--- src/rtl/pic_rw_sequencer_if.sv ---
// ---------------------------------------------------------------------------
// pic_rw_sequencer_if
// Purpose : bundles the raw 8259 CPU strobes with the decoded command-word and
//           read-select outputs of pic_rw_sequencer.
// Signals : CS_n, RD_n, WR_n, A0, din        - CPU bus (driven by master)
//           wr_pulse, wr_type, wr_nr, wr_data - accepted command word
//           init_done, sngl, ic4              - initialisation status
//           rd_sel, oe                        - read register select / bus drive
//           err (only with RWSEQ_ERR_EN)      - rejected write indication
// Modports: master = CPU / bus-buffer side, slave = the sequencer.
// ---------------------------------------------------------------------------
interface pic_rw_sequencer_if #(
    parameter int DATA_W = 8
);
    logic              CS_n;
    logic              RD_n;
    logic              WR_n;
    logic              A0;
    logic [DATA_W-1:0] din;

    logic              wr_pulse;
    logic              wr_type;
    logic [1:0]        wr_nr;
    logic [DATA_W-1:0] wr_data;
    logic              init_done;
    logic              sngl;
    logic              ic4;
    logic [1:0]        rd_sel;
    logic              oe;
`ifdef RWSEQ_ERR_EN
    logic              err;
`endif

    modport master (
`ifdef RWSEQ_ERR_EN
        input  err,
`endif
        output CS_n, RD_n, WR_n, A0, din,
        input  wr_pulse, wr_type, wr_nr, wr_data,
        input  init_done, sngl, ic4, rd_sel, oe
    );

    modport slave (
`ifdef RWSEQ_ERR_EN
        output err,
`endif
        input  CS_n, RD_n, WR_n, A0, din,
        output wr_pulse, wr_type, wr_nr, wr_data,
        output init_done, sngl, ic4, rd_sel, oe
    );
endinterface

--- src/rtl/pic_rw_sequencer.sv ---
// ---------------------------------------------------------------------------
// pic_rw_sequencer
// Purpose : clocked 8259 read/write control. Synchronises the CPU strobes and
//           write data, decodes every completed write into ICW1..ICW4 or
//           OCW1..OCW3 (skipping ICW3/ICW4 as ICW1 requests), emits a one-cycle
//           wr_pulse per accepted word and selects the register the CPU reads.
// Ports   : clk   - system clock
//           reset - synchronous, active-high reset
//           bus   - pic_rw_sequencer_if.slave (CPU strobes in, decode out)
// Params  : DATA_W       data width, bits [7:0] decoded, rest passed to wr_data
//           SYNC_STAGES  synchroniser depth (>= 2)
//           REQUIRE_INIT 1: OCWs ignored until init_done
// Option  : RWSEQ_ERR_EN - when defined, bus.err pulses (aligned with where
//           wr_pulse would be) for an A0=0/D4=0 write during ICW2..4 and for an
//           OCW blocked by REQUIRE_INIT.
// ---------------------------------------------------------------------------
module pic_rw_sequencer #(
    parameter int DATA_W       = 8,
    parameter int SYNC_STAGES  = 2,
    parameter int REQUIRE_INIT = 1
) (
    input  logic                 clk,
    input  logic                 reset,
    pic_rw_sequencer_if.slave    bus
);

    typedef enum logic [1:0] {
        S_READY = 2'd0,
        S_ICW2  = 2'd1,
        S_ICW3  = 2'd2,
        S_ICW4  = 2'd3
    } state_t;

    state_t state;

    logic [SYNC_STAGES-1:0] cs_chain;
    logic [SYNC_STAGES-1:0] rd_chain;
    logic [SYNC_STAGES-1:0] wr_chain;
    logic [SYNC_STAGES-1:0] a0_chain;
    logic [DATA_W-1:0]      din_chain [SYNC_STAGES];

    logic cs_s, rd_s, wr_s, a0_s;
    logic wr_d;
    logic cap_cs_n;
    logic cap_a0;
    logic [DATA_W-1:0] cap_data;
    logic ris;

    logic wr_valid;
    logic is_icw1;
    logic ocw_ok;

    assign cs_s = cs_chain[SYNC_STAGES-1];
    assign rd_s = rd_chain[SYNC_STAGES-1];
    assign wr_s = wr_chain[SYNC_STAGES-1];
    assign a0_s = a0_chain[SYNC_STAGES-1];

    // A write completes on the synchronised WR_n rising edge; the word, A0
    // and chip select were frozen in the last sample that still had WR_n low.
    assign wr_valid = wr_s & ~wr_d & ~cap_cs_n;
    assign is_icw1  = ~cap_a0 & cap_data[4];
    assign ocw_ok   = (REQUIRE_INIT == 0) || bus.init_done;

    // Strobe synchronisers. Strobes reset to their inactive level so that a
    // write in flight at reset can never produce a rising edge afterwards.
    always_ff @(posedge clk) begin
        if (reset) begin
            cs_chain <= '1;
            rd_chain <= '1;
            wr_chain <= '1;
            a0_chain <= '0;
            wr_d     <= 1'b1;
            cap_cs_n <= 1'b1;
            cap_a0   <= 1'b0;
        end else begin
            cs_chain <= {cs_chain[SYNC_STAGES-2:0], bus.CS_n};
            rd_chain <= {rd_chain[SYNC_STAGES-2:0], bus.RD_n};
            wr_chain <= {wr_chain[SYNC_STAGES-2:0], bus.WR_n};
            a0_chain <= {a0_chain[SYNC_STAGES-2:0], bus.A0};
            wr_d     <= wr_s;
            if (!wr_s) begin
                cap_cs_n <= cs_s;
                cap_a0   <= a0_s;
            end
        end
    end

    // Write data path: no reset needed, it is only consumed with a valid edge.
    always_ff @(posedge clk) begin
        din_chain[0] <= bus.din;
        for (int i = 1; i < SYNC_STAGES; i++) begin
            din_chain[i] <= din_chain[i-1];
        end
        if (!wr_s) begin
            cap_data <= din_chain[SYNC_STAGES-1];
        end
    end

    // Command decode FSM with registered outputs; the pulse and the next
    // state for a write are committed on the same edge.
    always_ff @(posedge clk) begin
        if (reset) begin
            state         <= S_READY;
            bus.wr_pulse  <= 1'b0;
            bus.wr_type   <= 1'b0;
            bus.wr_nr     <= 2'd0;
            bus.wr_data   <= '0;
            bus.init_done <= 1'b0;
            bus.sngl      <= 1'b0;
            bus.ic4       <= 1'b0;
            bus.rd_sel    <= 2'd0;
            bus.oe        <= 1'b0;
            ris           <= 1'b0;
`ifdef RWSEQ_ERR_EN
            bus.err       <= 1'b0;
`endif
        end else begin
            bus.wr_pulse <= 1'b0;
`ifdef RWSEQ_ERR_EN
            bus.err      <= 1'b0;
`endif
            // The write has priority: a simultaneous write keeps WR_n low and
            // therefore holds oe off.
            bus.oe     <= ~cs_s & ~rd_s & wr_s;
            bus.rd_sel <= a0_s ? 2'd2 : {1'b0, ris};

            if (wr_valid) begin
                if (is_icw1) begin
                    // ICW1 restarts initialisation from any state.
                    bus.wr_pulse  <= 1'b1;
                    bus.wr_type   <= 1'b1;
                    bus.wr_nr     <= 2'd0;
                    bus.wr_data   <= cap_data;
                    bus.sngl      <= cap_data[1];
                    bus.ic4       <= cap_data[0];
                    bus.init_done <= 1'b0;
                    ris           <= 1'b0;
                    state         <= S_ICW2;
                end else begin
                    case (state)
                        S_ICW2: begin
                            if (cap_a0) begin
                                bus.wr_pulse <= 1'b1;
                                bus.wr_type  <= 1'b1;
                                bus.wr_nr    <= 2'd1;
                                bus.wr_data  <= cap_data;
                                if (!bus.sngl) begin
                                    state <= S_ICW3;
                                end else if (bus.ic4) begin
                                    state <= S_ICW4;
                                end else begin
                                    state         <= S_READY;
                                    bus.init_done <= 1'b1;
                                end
                            end else begin
`ifdef RWSEQ_ERR_EN
                                bus.err <= 1'b1;
`endif
                            end
                        end
                        S_ICW3: begin
                            if (cap_a0) begin
                                bus.wr_pulse <= 1'b1;
                                bus.wr_type  <= 1'b1;
                                bus.wr_nr    <= 2'd2;
                                bus.wr_data  <= cap_data;
                                if (bus.ic4) begin
                                    state <= S_ICW4;
                                end else begin
                                    state         <= S_READY;
                                    bus.init_done <= 1'b1;
                                end
                            end else begin
`ifdef RWSEQ_ERR_EN
                                bus.err <= 1'b1;
`endif
                            end
                        end
                        S_ICW4: begin
                            if (cap_a0) begin
                                bus.wr_pulse  <= 1'b1;
                                bus.wr_type   <= 1'b1;
                                bus.wr_nr     <= 2'd3;
                                bus.wr_data   <= cap_data;
                                bus.init_done <= 1'b1;
                                state         <= S_READY;
                            end else begin
`ifdef RWSEQ_ERR_EN
                                bus.err <= 1'b1;
`endif
                            end
                        end
                        default: begin
                            if (ocw_ok) begin
                                bus.wr_pulse <= 1'b1;
                                bus.wr_type  <= 1'b0;
                                bus.wr_data  <= cap_data;
                                if (cap_a0) begin
                                    bus.wr_nr <= 2'd0;
                                end else if (!cap_data[3]) begin
                                    bus.wr_nr <= 2'd1;
                                end else begin
                                    bus.wr_nr <= 2'd2;
                                    // OCW3 read-register command: RR selects, RIS picks ISR/IRR.
                                    if (cap_data[1]) begin
                                        ris <= cap_data[0];
                                    end
                                end
                            end else begin
`ifdef RWSEQ_ERR_EN
                                bus.err <= 1'b1;
`endif
                            end
                        end
                    endcase
                end
            end
        end
    end

endmodule

--- src/flat_wrapper.sv ---
// flat-port wrapper written by rule: the top's interface ports become plain ports
module pic_rw_sequencer_flat 
#(
    parameter int DATA_W       = 8,
    parameter int SYNC_STAGES  = 2,
    parameter int REQUIRE_INIT = 1
)
  (clk, reset, bus_CS_n, bus_RD_n, bus_WR_n, bus_A0, bus_din, bus_wr_pulse, bus_wr_type, bus_wr_nr, bus_wr_data, bus_init_done, bus_sngl, bus_ic4, bus_rd_sel, bus_oe);
  pic_rw_sequencer_if #(.DATA_W(DATA_W)) bus_i ();
  input  logic clk;
  input  logic reset;
  input wire logic [$bits(bus_i.CS_n)-1:0] bus_CS_n;
  input wire logic [$bits(bus_i.RD_n)-1:0] bus_RD_n;
  input wire logic [$bits(bus_i.WR_n)-1:0] bus_WR_n;
  input wire logic [$bits(bus_i.A0)-1:0] bus_A0;
  input wire logic [$bits(bus_i.din)-1:0] bus_din;
  output wire logic [$bits(bus_i.wr_pulse)-1:0] bus_wr_pulse;
  output wire logic [$bits(bus_i.wr_type)-1:0] bus_wr_type;
  output wire logic [$bits(bus_i.wr_nr)-1:0] bus_wr_nr;
  output wire logic [$bits(bus_i.wr_data)-1:0] bus_wr_data;
  output wire logic [$bits(bus_i.init_done)-1:0] bus_init_done;
  output wire logic [$bits(bus_i.sngl)-1:0] bus_sngl;
  output wire logic [$bits(bus_i.ic4)-1:0] bus_ic4;
  output wire logic [$bits(bus_i.rd_sel)-1:0] bus_rd_sel;
  output wire logic [$bits(bus_i.oe)-1:0] bus_oe;
  assign bus_i.CS_n = bus_CS_n;
  assign bus_i.RD_n = bus_RD_n;
  assign bus_i.WR_n = bus_WR_n;
  assign bus_i.A0 = bus_A0;
  assign bus_i.din = bus_din;
  assign bus_wr_pulse = bus_i.wr_pulse;
  assign bus_wr_type = bus_i.wr_type;
  assign bus_wr_nr = bus_i.wr_nr;
  assign bus_wr_data = bus_i.wr_data;
  assign bus_init_done = bus_i.init_done;
  assign bus_sngl = bus_i.sngl;
  assign bus_ic4 = bus_i.ic4;
  assign bus_rd_sel = bus_i.rd_sel;
  assign bus_oe = bus_i.oe;
  pic_rw_sequencer #(.DATA_W(DATA_W), .SYNC_STAGES(SYNC_STAGES), .REQUIRE_INIT(REQUIRE_INIT)) u_core (.clk(clk), .reset(reset), .bus(bus_i));
endmodule
--- config.mk ---
export PLATFORM = sky130hd
export DESIGN_NAME = pic_rw_sequencer_flat
export DESIGN_NICKNAME = d
export VERILOG_FILES = /design/src/rtl/pic_rw_sequencer_if.sv /design/src/rtl/pic_rw_sequencer.sv /design/src/flat_wrapper.sv
export SDC_FILE = /design/constraint.sdc
export NUM_CORES = 1
export LEC_CHECK = 0
export BUFFER_PORTS_ARGS = -buffer_cell sky130_fd_sc_hd__buf_2
export CAP_MARGIN = 5
export CORE_MARGIN = 8
export CORE_UTILIZATION = 40
export DETAILED_ROUTE_END_ITERATION = 12
export SLEW_MARGIN = 20
export SYNTH_ARGS = -nofsm -noshare
export SYNTH_HDL_FRONTEND = slang
export SYNTH_SLANG_ARGS = --single-unit
--- constraint.sdc ---
create_clock -name clk -period 2.3 [get_ports clk]
set_input_delay 0.115 -clock clk [delete_from_list [all_inputs] [get_ports clk]]
set_output_delay 0.115 -clock clk [all_outputs]
set_load 0.01 [all_outputs]
=== Yosys cells after proc, flatten, opt, wreduce, memory -nomap -nowiden ===
Memory sizes are Yosys's and may differ from the RTL's. A register that Yosys moved wholly into a read port is not among the register bits.
Cells that the tools add are included.

* Register bits: 32
* Bits in writable memories: 16
* Input port bits: 14
* Output and inout bits: 18
* Logic and storage cells: 97
* Memories: 1

{| class="wikitable"
|+ Memory list
! memory !! words !! bits a word !! read ports !! clocked after memory_dff !! wr ports !! RTL line !! source
|-
| u_core.din_chain || 2 || 8 || 2 || 1 || 2 || pic_rw_sequencer.sv:40 || <nowiki>logic [DATA_W-1:0] din_chain [SYNC_STAGES];</nowiki>
|}

* Equality and inequality tests: 10
* Multiplexer cells: 40
* Bitwise operators: 11
* Reductions and logical operators: 16

{| class="wikitable"
|+ Operator list
! kind !! count
|-
| 2-to-1 mux 8 bit || 4
|-
| 2-to-1 mux 2 bit || 14
|-
| 2-to-1 mux 1 bit || 19
|-
| inequality test 3 x 1 -> 1 bit, second input constant || 5
|-
| one-hot mux 2 bit (3 select lines) || 2
|-
| AND reduction 6 bit || 2
|-
| AND reduction 5 bit || 2
|-
| inverter 1 bit || 6
|-
| nonzero test 2 bit || 3
|-
| bitwise AND 1 bit || 5
|-
| nonzero test 5 bit || 1
|-
| equality test 2 bit, second input constant || 2
|-
| nonzero test 4 bit || 1
|-
| OR reduction 2 bit || 2
|-
| one-hot mux 1 bit (3 select lines) || 1
|-
| AND reduction 3 bit || 1
|-
| nonzero test 3 bit || 1
|-
| OR reduction 3 bit || 1
|-
| equality test 2 x 1 -> 1 bit, second input constant || 1
|-
| inequality test 2 x 1 -> 1 bit, second input constant || 1
|-
| inequality test 2 bit, second input constant || 1
|-
| AND reduction 2 bit || 1
|-
| logical NOT 1 bit || 1
|}

=== Longest topological paths before layout ===
* Depth after elaboration: 6
* Gate-level depth with buffers: 7
* Depth with buffers taken out: 6

=== Worst setup path before layout ===
Ideal clock, no wire load.

* Kind: reg2reg
* Start: register u_core.state[0]
* End: register u_core.bus.init_done
* Library setup time: 0.086 ns
* Arrival: 1.688 ns
* Data required time: 2.214 ns
* Path slack: 0.526 ns
* Stages on the path, launching flop included: 7
* Buffers on the path: 0
* Period minus slack after synthesis: 1.774 ns
* Path through: dfxtp_1 inv_1 ha_1 or3_1 a221oi_4 a21oi_1 a211oi_1

* Word-level cells in the longest chain between the ends: 3
* Elaborated cells between the ends (all ways): 11
* Classes of those cells: eq/ne: 7; mux: 2; reduce/logical: 2

{| class="wikitable"
|+ RTL lines
! element !! RTL line !! source
|-
| from (decl) || pic_rw_sequencer.sv:34 || <nowiki>state_t state;</nowiki>
|-
| from (signal assigned) || pic_rw_sequencer.sv:103 || <nowiki>state <= S_READY;</nowiki>
|-
| from (signal assigned) || pic_rw_sequencer.sv:138 || <nowiki>state <= S_ICW2;</nowiki>
|-
| from (signal assigned) || pic_rw_sequencer.sv:148 || <nowiki>state <= S_ICW3;</nowiki>
|-
| equality test 2 x 1 -> 1 bit or equality test 2 bit (tied branches) || pic_rw_sequencer.sv:140 || <nowiki>case (state)</nowiki>
|-
| inequality test 3 x 1 -> 1 bit (no line) (tied with other cells) || -- ||
|-
| AND reduction 6 bit (no line) or 2-to-1 mux 1 bit (tied branches) || -- ||
|-
| to (signal assigned) || pic_rw_sequencer.sv:136 || <nowiki>bus.init_done <= 1'b0;</nowiki>
|-
| to (signal assigned) || pic_rw_sequencer.sv:153 || <nowiki>bus.init_done <= 1'b1;</nowiki>
|-
| to (signal assigned) || pic_rw_sequencer.sv:171 || <nowiki>bus.init_done <= 1'b1;</nowiki>
|-
| to (decl) || pic_rw_sequencer_if.sv:49 || <nowiki>output init_done, sngl, ic4, rd_sel, oe</nowiki>
|}

Several ways; a longest one is shown, not always the timed one.
A chain may end at the register's enable or synchronous reset.

=== Worst setup path after layout ===
* Start: register u_core.state[0]
* End: register u_core.state[0]

* Word-level cells in the longest chain between the ends: 3
* Elaborated cells between the ends (all ways): 10
* Classes of those cells: eq/ne: 6; mux: 2; reduce/logical: 2

{| class="wikitable"
|+ RTL lines
! element !! RTL line
|-
| equality test 2 bit or equality test 2 x 1 -> 1 bit (tied branches) || pic_rw_sequencer.sv:140
|-
| inequality test 3 x 1 -> 1 bit (no line) (tied with other cells) || --
|-
| AND reduction 5 bit (no line) or 2-to-1 mux 2 bit (tied branches) || --
|}

Several ways; a longest one is shown, not always the timed one.

==> results.yml <==
cts:
  clockBufferDepth: 2
  root_buffer: "clkbuf_8"
  post-cts-setup-buffer-count: 0
  htree_levels: 2
  worstSkewPairLatency_ns: 0.31
  cts_buffers: 5
  clk_pin_slew_worst_paths_ns: 0.10
  cts_tree: "yes"
  cts_sinks: 56
sta:
  period_minus_slack_ns: 2.02
  fin_tns_setup_ns: 0
  fin_crit_sh_pct: 88.0
  setup_viol: 0
  worst_pin_slew_ns: 0.543
  drv_slew: 0
  fmax_ghz: 0.494
  setup_ws_ns: 0.275
  relSlewSlack_pct: 63.8
  rsz0062_at_grt: "false"
  hold_viol: 0
  finalClockSkew_ns: 0.00375
yosys:
  synthesis.nets: 175
  synth_edf_count: 8
  ys_top_cells_by_area: "dfxtp_1, edfxtp_1, mux2i_1"
  ys_async_sr_fraction_pct: 0
  synthCells: 156
  synth_warnings: 0
  synth_seq_cells: 56
  synthDominantCellAreaShare_pct: 51.1
  netlist_top_cells_count: "dfxtp_1, nor2_1, mux2i_1"
  synth_ff_type: "dfxtp_1"
  avgSynthCellArea_um2: 12.1
  synth_seq_area_share_pct: 63.8
  netlist_area_um2: 1880
  synth_most_common_cell: "dfxtp_1"
  ys_types: 34
  yosysTopAreaCell: "dfxtp_1"
placement:
  gp_congestion: 0.786
  dp_worst_setup_slack_ns: 0.320
  placedCellCount: 237
  dpl.hpwl_um: 2340
  io_buffers: 31
worst_setup_path:
  cp.required_ns: 2.52
  path_class: "flop to flop"
  worstSetupEndpointType: "flop"
  arrival_ns: 2.24
  startpoint_type: "flop"
  r2r_slack_ns: 0.28
  critPathMaxFanout: 5
  r2r_end: "u_core.state[0]$_SDFFE_PP0P_"
  reg2reg_from: "u_core.state[0]$_SDFFE_PP0P_"
  r2r_cells: 6
worst_hold_path:
  min_path_type: "input port to flop"
  holdPathEnd: "u_core.a0_chain[0]$_SDFF_PP0_"
  hold_depth: 2
  min-delay-start: "bus_A0"
floorplanning:
  chipWidth_um: 84.6
  die_area_um2: 7160
  fp-row-count: 25
  core-area_um2: 4630
  start_util_pct: 40.6
  die_h_um: 84.6
  ios: 32
routing:
  num_vias: 1236
  drt_first_pass_iters: 4
  drcViolationCount: 0
  ant_nets: 0
  routedWlPerCell_um: 13.0
  wirelength_um: 3340
  routed_via_density: 4.83
  dr.first_iter.drc_count: 34
finish:
  syn2layout_area_growth_pct: 21.9
  n_antenna_cell: 0
  drive_gt1_share_pct: 26.7
  nNetsFinal: 220
  stdcell_count: 256
outcome:
  status: "finished, final reports clean"
pwr:
  power_leakage_nw: 0.943
  power.density_nw_per_um2: 712
  peakVddDrop_v: 0.000487
global_route:
  grt_max_degree: 35
  grt_overflow_total: 0
  grt_pass1_wl_um: 5580
  antenna_found_initial: 0
  grt_pass1_vias: 1230
  track_usage_pct: 9.70
flow_run:
  cap_violations: 0
## timing repair
| item | in CTS | in global routing |
|---|---|---|
| endpoints found under the setup margin | 0 | 0 |
| hold endpoints to repair | 11 | 0 |
| resized for setup | 0 | 0 |
| hold buffers | 11 | 0 |
## cell usage in the layout, fill, tap and decap left out, types with 5 or more instances in the layout
cell and n:
edfxtp_1 8, nor2_1 17, clkbuf_8 5, buf_2 31, or2_2 7, mux2i_1 12, ha_1 5, nand2_1 5
dlygate4sd3_1 11, nor2b_1 9, nand2b_1 5, a21oi_1 5, dfxtp_1 48
## stage by stage
stage	hold slack, ns	total power [W]	util (%)	area (um^2)
global route	0.00657	0.00170	49.6	2290
global placement	0.217	0.00109	45.1	2090
CTS	0.00315	0.00166	49.6	2290
finish	0.0149	0.00163	49.6	2290
floorplan	0.143	0.00108	-	1880
detailed placement	0.219	0.00109	45.1	2090
## worst max-delay path, cell delays in order, from the launching register on
cell	delay, ns
dfxtp_1	0.40
inv_1	0.11
ha_1	0.26
or3_1	0.43
a221oi_4	0.39
nor2_1	0.07
a311oi_1	0.26
## routing by layer
layer	up-vias	track usage (%)	routed length, um
li1	624	-	-
met1	578	9.57	1380
met2	27	16.6	1690
met3	7	4.20	185
met4	0	5.66	80
met5	-	0	0
## flip-flops by register name, summed over array words and instances (netlist names)
name,count
u_core.wr_chain,2
u_core.cap_a0,1
u_core.a0_chain,2
u_core.cap_data,8
u_core.bus.wr_type,1
u_core.bus.init_done,1
u_core.state,2
u_core.bus.rd_sel,2
u_core.bus.ic4,1
u_core.din_chain,16
u_core.bus.wr_pulse,1
u_core.bus.oe,1
u_core.bus.wr_nr,2
u_core.rd_chain,2
u_core.bus.wr_data,8
u_core.cs_chain,2
u_core.wr_d,1
u_core.ris,1
u_core.bus.sngl,1
u_core.cap_cs_n,1
## final cells by class
cell class	instances	area [um^2]
Clock buffer	5	68.8
Clock inverter	3	26.3
Fill cell	423	2330
Inverter	3	11.3
Multi-Input combinational cell	92	647
Sequential cell	56	1200
Tap cell	54	67.6
Timing Repair Buffer	43	273
## report_power, final
| part | switching [W] | internal [W] |
|---|---|---|
| Clock | 0.000325 | 0.000225 |
| Combinational | 0.0000230 | 0.0000318 |
| Sequential | 0.0000101 | 0.00102 |
| Total | 0.000358 | 0.00128 |
## worst max-delay path by stage
stage | from | slack (ns) | to | cells past startpoint
after floorplan | u_core.state[0]$_SDFFE_PP0P_ | 0.53 | u_core.bus.init_done$_SDFFE_PP0P_ | 6
after global placement | u_core.state[0]$_SDFFE_PP0P_ | 0.46 | u_core.bus.init_done$_SDFFE_PP0P_ | 6
after detailed placement | u_core.state[0]$_SDFFE_PP0P_ | 0.32 | u_core.bus.init_done$_SDFFE_PP0P_ | 6
after CTS | u_core.state[0]$_SDFFE_PP0P_ | 0.27 | u_core.bus.init_done$_SDFFE_PP0P_ | 6
after global routing | u_core.state[0]$_SDFFE_PP0P_ | 0.17 | u_core.state[0]$_SDFFE_PP0P_ | 6
final | u_core.state[0]$_SDFFE_PP0P_ | 0.28 | u_core.state[0]$_SDFFE_PP0P_ | 6
## cells by family (layout without fill, tap and decap cells)
family          count (synthesis)  after routing  share of synthesized area [%]
flops                          56             56                           63.8
simple gates                   55             55                           16.4
compound gates                 20             20                           8.31
mux                            12             12                           6.38
buf+inv                         8             54                           1.80
fa+ha+maj                       5              5                           3.32
(Power assumes the default switching activity.)
